$ cat src/rtl/request_pkg.sv
// Shared definitions for the sensor request path: FSM encoding, error reasons
// and the request code map also used by the response side.
package request_pkg;

    typedef enum logic [1:0] {
        ST_IDLE      = 2'b00,
        ST_WAIT_ADDR = 2'b01,
        ST_PENDING   = 2'b10
    } state_e;

    localparam logic [1:0] ERR_NONE    = 2'b00;
    localparam logic [1:0] ERR_CODE    = 2'b01;
    localparam logic [1:0] ERR_ADDR    = 2'b10;
    localparam logic [1:0] ERR_TIMEOUT = 2'b11;

    localparam logic [7:0] REQ_CODE_00 = 8'h00;
    localparam logic [7:0] REQ_CODE_01 = 8'h01;
    localparam logic [7:0] REQ_CODE_02 = 8'h02;
    localparam logic [7:0] REQ_CODE_03 = 8'h03;
    localparam logic [7:0] REQ_CODE_04 = 8'h04;
    localparam logic [7:0] REQ_CODE_05 = 8'h05;
    localparam logic [7:0] REQ_CODE_06 = 8'h06;
    localparam logic [7:0] REQ_CODE_07 = 8'h07;
    localparam logic [7:0] REQ_CODE_08 = 8'h08;
    localparam logic [7:0] REQ_CODE_MAX = REQ_CODE_08;

    function automatic logic code_is_legal(input logic [7:0] b, input logic [7:0] max_code);
        return b <= max_code;
    endfunction

    // An address byte is legal when no bit above the address field is set.
    function automatic logic addr_fits(input logic [7:0] b, input int unsigned addr_width);
        return (b >> addr_width) == 8'h00;
    endfunction

endpackage

$ cat src/rtl/frame_timer.sv
// Inter-byte watchdog for the request decoder: counts cycles while enabled and
// flags the last allowed cycle; only built when REQUEST_TIMEOUT_EN is defined.
module frame_timer
    import request_pkg::*;
#(
    parameter int unsigned CYCLES = 16
) (
    input  logic clk_i,
    input  logic rst_ni,
    input  logic clear_i,
    input  logic enable_i,
    output logic expired_o
);

    localparam int unsigned W = (CYCLES > 1) ? $clog2(CYCLES) : 1;
    localparam logic [W-1:0] LAST = W'(CYCLES - 1);

    logic [W-1:0] count_q;
    logic [W-1:0] count_d;

    always_comb begin
        count_d = count_q;
        if (clear_i) begin
            count_d = '0;
        end else if (enable_i && (count_q != LAST)) begin
            count_d = count_q + 1'b1;
        end
    end

    always_ff @(posedge clk_i) begin
        if (!rst_ni) begin
            count_q <= '0;
        end else begin
            count_q <= count_d;
        end
    end

    assign expired_o = enable_i && (count_q == LAST);

endmodule

$ cat src/rtl/request_decoder.sv
// Assembles {code, address} byte pairs from the UART into one pending request
// with valid/ack handshake. Define REQUEST_TIMEOUT_EN for the inter-byte timeout.
module request_decoder
    import request_pkg::*;
#(
    parameter int unsigned ADDR_WIDTH     = 5,
    parameter logic [7:0]  MAX_CODE       = REQ_CODE_MAX,
    parameter int unsigned TIMEOUT_CYCLES = 50_000_000
) (
    input  logic                  clock,
    input  logic                  reset_n,
    input  logic                  has_data,
    input  logic [7:0]            data_received,
    input  logic                  request_ack,
    output logic                  request_valid,
    output logic [7:0]            request_code,
    output logic [ADDR_WIDTH-1:0] sensor_address,
    output logic                  error_valid,
    output logic [1:0]            error_code,
    output logic                  byte_dropped
);

    state_e                state_q, state_d;
    logic [7:0]            code_byte_q, code_byte_d;
    logic                  request_valid_q, request_valid_d;
    logic [7:0]            request_code_q, request_code_d;
    logic [ADDR_WIDTH-1:0] sensor_address_q, sensor_address_d;
    logic                  error_valid_q, error_valid_d;
    logic [1:0]            error_code_q, error_code_d;
    logic                  byte_dropped_q, byte_dropped_d;

`ifdef REQUEST_TIMEOUT_EN
    logic timer_clear;
    logic timer_enable;
    logic timer_expired;

    // Restart the window on the same edge that moves us into WAIT_ADDR.
    assign timer_clear  = (state_q == ST_IDLE) && has_data
                          && code_is_legal(data_received, MAX_CODE);
    assign timer_enable = (state_q == ST_WAIT_ADDR);

    frame_timer #(
        .CYCLES (TIMEOUT_CYCLES)
    ) u_frame_timer (
        .clk_i     (clock),
        .rst_ni    (reset_n),
        .clear_i   (timer_clear),
        .enable_i  (timer_enable),
        .expired_o (timer_expired)
    );
`else
    logic unused_timeout_cfg;
    assign unused_timeout_cfg = (TIMEOUT_CYCLES != 0);
`endif

    always_comb begin
        state_d          = state_q;
        code_byte_d      = code_byte_q;
        request_valid_d  = request_valid_q;
        request_code_d   = request_code_q;
        sensor_address_d = sensor_address_q;
        error_valid_d    = 1'b0;
        error_code_d     = ERR_NONE;
        byte_dropped_d   = 1'b0;

        unique case (state_q)
            ST_IDLE: begin
                if (has_data) begin
                    if (code_is_legal(data_received, MAX_CODE)) begin
                        code_byte_d = data_received;
                        state_d     = ST_WAIT_ADDR;
                    end else begin
                        error_valid_d = 1'b1;
                        error_code_d  = ERR_CODE;
                    end
                end
            end

            ST_WAIT_ADDR: begin
                if (has_data) begin
                    if (addr_fits(data_received, ADDR_WIDTH)) begin
                        request_code_d   = code_byte_q;
                        sensor_address_d = data_received[ADDR_WIDTH-1:0];
                        request_valid_d  = 1'b1;
                        state_d          = ST_PENDING;
                    end else begin
                        error_valid_d = 1'b1;
                        error_code_d  = ERR_ADDR;
                        state_d       = ST_IDLE;
                    end
`ifdef REQUEST_TIMEOUT_EN
                end else if (timer_expired) begin
                    error_valid_d = 1'b1;
                    error_code_d  = ERR_TIMEOUT;
                    state_d       = ST_IDLE;
`endif
                end
            end

            ST_PENDING: begin
                // A byte landing here is lost even if the ack arrives together.
                byte_dropped_d = has_data;
                if (request_ack) begin
                    request_valid_d = 1'b0;
                    state_d         = ST_IDLE;
                end
            end

            default: begin
                state_d         = ST_IDLE;
                request_valid_d = 1'b0;
            end
        endcase
    end

    always_ff @(posedge clock) begin
        if (!reset_n) begin
            state_q          <= ST_IDLE;
            code_byte_q      <= 8'h00;
            request_valid_q  <= 1'b0;
            request_code_q   <= 8'h00;
            sensor_address_q <= '0;
            error_valid_q    <= 1'b0;
            error_code_q     <= ERR_NONE;
            byte_dropped_q   <= 1'b0;
        end else begin
            state_q          <= state_d;
            code_byte_q      <= code_byte_d;
            request_valid_q  <= request_valid_d;
            request_code_q   <= request_code_d;
            sensor_address_q <= sensor_address_d;
            error_valid_q    <= error_valid_d;
            error_code_q     <= error_code_d;
            byte_dropped_q   <= byte_dropped_d;
        end
    end

    assign request_valid  = request_valid_q;
    assign request_code   = request_code_q;
    assign sensor_address = sensor_address_q;
    assign error_valid    = error_valid_q;
    assign error_code     = error_code_q;
    assign byte_dropped   = byte_dropped_q;

endmodule

$ cat config.mk
export PLATFORM = sky130hd
export DESIGN_NAME = request_decoder
export DESIGN_NICKNAME = d
export VERILOG_FILES = /design/src/rtl/request_pkg.sv /design/src/rtl/frame_timer.sv /design/src/rtl/request_decoder.sv
export SDC_FILE = /design/constraint.sdc
export NUM_CORES = 1
export LEC_CHECK = 0
export ABC_CLOCK_PERIOD_IN_PS = 3500
export CAP_MARGIN = 40
export CORE_MARGIN = 2
export CORE_UTILIZATION = 50
export CTS_CLUSTER_SIZE = 40
export DETAILED_ROUTE_END_ITERATION = 6
export GPL_TIMING_DRIVEN = 0
export PLACE_DENSITY = 0.82
export RECOVER_POWER = 50
export SLEW_MARGIN = 25
export SYNTH_ARGS = -nofsm -noshare
export SYNTH_HDL_FRONTEND = slang
export SYNTH_HIERARCHICAL = 1
export SYNTH_SLANG_ARGS = --single-unit
$ cat constraint.sdc
create_clock -name clock -period 3.5 [get_ports clock]
set_input_delay 0.35 -clock clock [delete_from_list [all_inputs] [get_ports clock]]
set_output_delay 0.35 -clock clock [all_outputs]
set_load 0.1 [all_outputs]
==> summary.md <==
| Metric | Value |
|---|---|
| WHS | 0.386 ns |
| Share of layout cells above drive strength 1 | 0.106 |
| Iter 0 DRT Violations | 23 |
| Worst-path maximum fanout | 2 |
| DR vias/cell | 5.74 |
| Drt wl/cell | 15.2 µm |
| Inst Count DP | 194 |
| Antenna Violating Nets Remaining | 0 |
| Postcts setup bufs | 0 |
| TritonRoute pass-1 iters | 4 |
| Synthesized cell area | 1110 µm² |
| # clock sinks | 28 |
| Setup tns final | 0 ns |
| Yosys warns | 6 |
| Startpoint types | register |
| WP data required | 3.15 ns |
| Grt ovf | 0 |
| Antenna diodes | 0 |
| Syn_area_per_cell | 9.22 µm² |
| Maxcap violations | 0 |
| VDD IR max | 0.408 mV |
| Share of the core filled with cells | 0.762 |
| Distinct cells, synth | 26 |
| Seq/Total Area, Yosys | 0.507 |
| Worst path arrival time | 2.02 ns |
| PD cells | 356 nW/µm² |
| Worst skew pair latency | 0.32 ns |
| Vias in the first global route | 1110 |
| #FFs+latches synth | 28 |
| Maximum clock insertion buffer count | 2 |
| Slew Viols, Final | 0 |
| Width of the die | 51.0 µm |
| Syn Inst Count | 120 |
| Drt total wl | 3020 µm |
| Final Wtd Congestion | 0.914 |
| Final Hold Viols | 0 |
| Status | finished clean |
| Fmax | 422 MHz |
| Post-synth net total | 132 |
| Largest net degree at the start of global routing | 17 |
| Initial antenna violation count | 0 |
| Core region area | 2150 µm² |
| CTS root buffer | clkbuf_4 |
| Total GRT Usage | 0.258 |
| Met3 GRT Util | 0.0409 |
| Post-route DRC | 0 |
| Num CTS Buffers | 3 |
| Setup crit end kind | primary output |
| Post-DP HPWL | 2200 µm |
| Die ar. | 2600 µm² |
| NumNets Final | 183 |
| Leakage power total | 0.562 nW |
| Clock slew at reported path FFs | 0.15 ns |
| # port buffers | 28 |
| Hold_buf cts | 0 |
| Fin cells | 198 |
| WS Path Type | reg2out |
| Row Count | 17 |
| Clk_skew | 0.00180 ns |
| Vias after detailed routing | 1137 |
| CTS tree | yes |
| Tot Pwr | 0.583 mW |
| Final setup vio count | 0 |
| Hold Crit Class | in2reg |
| Chip height | 51.0 µm |
| Initial core utilization | 0.515 |
| CTS HTree Levels | 1 |
| First-pass GRT wire length | 4960 µm |
| RSZ-0062 raised after global routing | false |
| Tmin final | 2.37 ns |
| Top Usage Layer GRT | met2 |
| Max_slew headroom | 0.217 |
| Met1 Resource Use GR | 0.322 |
| Grt met2 use | 0.426 |
| Layout area overhead | 48.0% |
| Actual slew at the worst max-slew pin | 1.18 ns |
| Ports | 30 |
| Period utilization | 0.678 |
| Resized cells post-CTS | 0 |
## routing by layer
| layer | vias to the layer above | part of all wire |
|---|---|---|
| met5 | - | 0 |
| met4 | 0 | 0.018 |
| met3 | 6 | 0.051 |
| met2 | 36 | 0.51 |
| met1 | 541 | 0.42 |
| li1 | 554 | - |
## final cells by class
type	count	area (µm²)
Clock inverter	1	30.0
Fill cell	150	512
Multi-Input combinational cell	80	483
Inverter	1	3.75
Clock buffer	3	22.5
Tap cell	28	35.0
Timing Repair Buffer	46	460
Buffer	11	41.3
Sequential cell	28	561
## sequential cells by signal (all words and copies together), names as in the netlist
signal and flops:
byte_dropped 1, error_valid 1, state_q 2, error_code 2, code_byte_q 8, request_valid 1, request_code 8, sensor_address 5
## synthesized netlist by cell type
| cell type | n | share of area |
|---|---|---|
| and4b_1 | 1 | 0.0091 |
| o2111ai_1 | 4 | 0.032 |
| buf_6 | 1 | 0.010 |
| or4_4 | 1 | 0.010 |
| or4b_2 | 1 | 0.0091 |
| and3_1 | 4 | 0.023 |
| o41ai_1 | 4 | 0.032 |
| or3_4 | 1 | 0.010 |
| nor3b_1 | 3 | 0.020 |
| o31a_1 | 1 | 0.0079 |
| or3b_2 | 1 | 0.0079 |
| nor4_2 | 1 | 0.011 |
| a21oi_1 | 20 | 0.091 |
| nand3_1 | 13 | 0.059 |
| o21ai_0 | 15 | 0.068 |
| nand3b_1 | 2 | 0.014 |
| or3b_1 | 1 | 0.0079 |
| o31ai_1 | 1 | 0.0068 |
| or3_1 | 1 | 0.0057 |
| nor2_1 | 1 | 0.0034 |
| dfxtp_1 | 28 | 0.51 |
| nor3_1 | 1 | 0.0045 |
| inv_1 | 1 | 0.0034 |
| nand2_1 | 2 | 0.0068 |
| clkbuf_1 | 10 | 0.034 |
| and3b_1 | 1 | 0.0079 |
## power by group
| group | switching [mW] | internal, mW | total [mW] |
|---|---|---|---|
| Clock | 0.0937 | 0.116 | 0.210 |
| Sequential | 0.000733 | 0.321 | 0.322 |
| Combinational | 0.0345 | 0.0179 | 0.0524 |
## cells in the final DEF, fill, tap and decap left out, types with 4 or more instances in the layout
cell             count
dfxtp_1             28
clkdlybuf4s50_1     26
a21oi_1             20
clkbuf_1            19
o21ai_0             15
nand3_1             13
buf_8               10
o41ai_1              4
o2111ai_1            4
and3_1               4
## critical path, cell delays in order, from the launching register on
cell and delay [ns]:
dfxtp_1 0.35, clkdlybuf4s50_1 0.48, clkbuf_1 0.87
## cells by family (layout without fill, tap and decap cells)
kind of cell	Yosys count	after routing	share of synthesized area
flip-flops	28	28	0.507
AND/OR/NAND/NOR	35	35	0.209
buffers and inverters	12	62	0.0475
AO/OA/AOI/OAI	45	45	0.236
## per-stage QoR
step	worst slack (ns)	cell area (µm²)
4_1_cts	1.69	1740
3_3_place_gp	1.38	1420
2_1_floorplan	1.85	1110
3_5_place_dp	1.32	1690
6_report	1.13	1640
5_1_grt	1.06	1640
## final timing paths
| check | start | end | slack [ns] | cells past startpoint |
|---|---|---|---|---|
| worst min register to register | request_valid$_SDFFE_PN0P_ | request_valid$_SDFFE_PN0P_ | 0.47 | 2 |
| worst min-delay path | data_received[4] | sensor_address[4]$_SDFFE_PN0P_ | 0.39 | 3 |
| worst max register to register | state_q[1]$_SDFFE_PN0P_ | code_byte_q[6]$_SDFFE_PN0P_ | 1.84 | 3 |
| worst max-delay path | request_code[1]$_SDFFE_PN0P_ | request_code[1] | 1.13 | 2 |
Power figures use the tool's default switching activity.
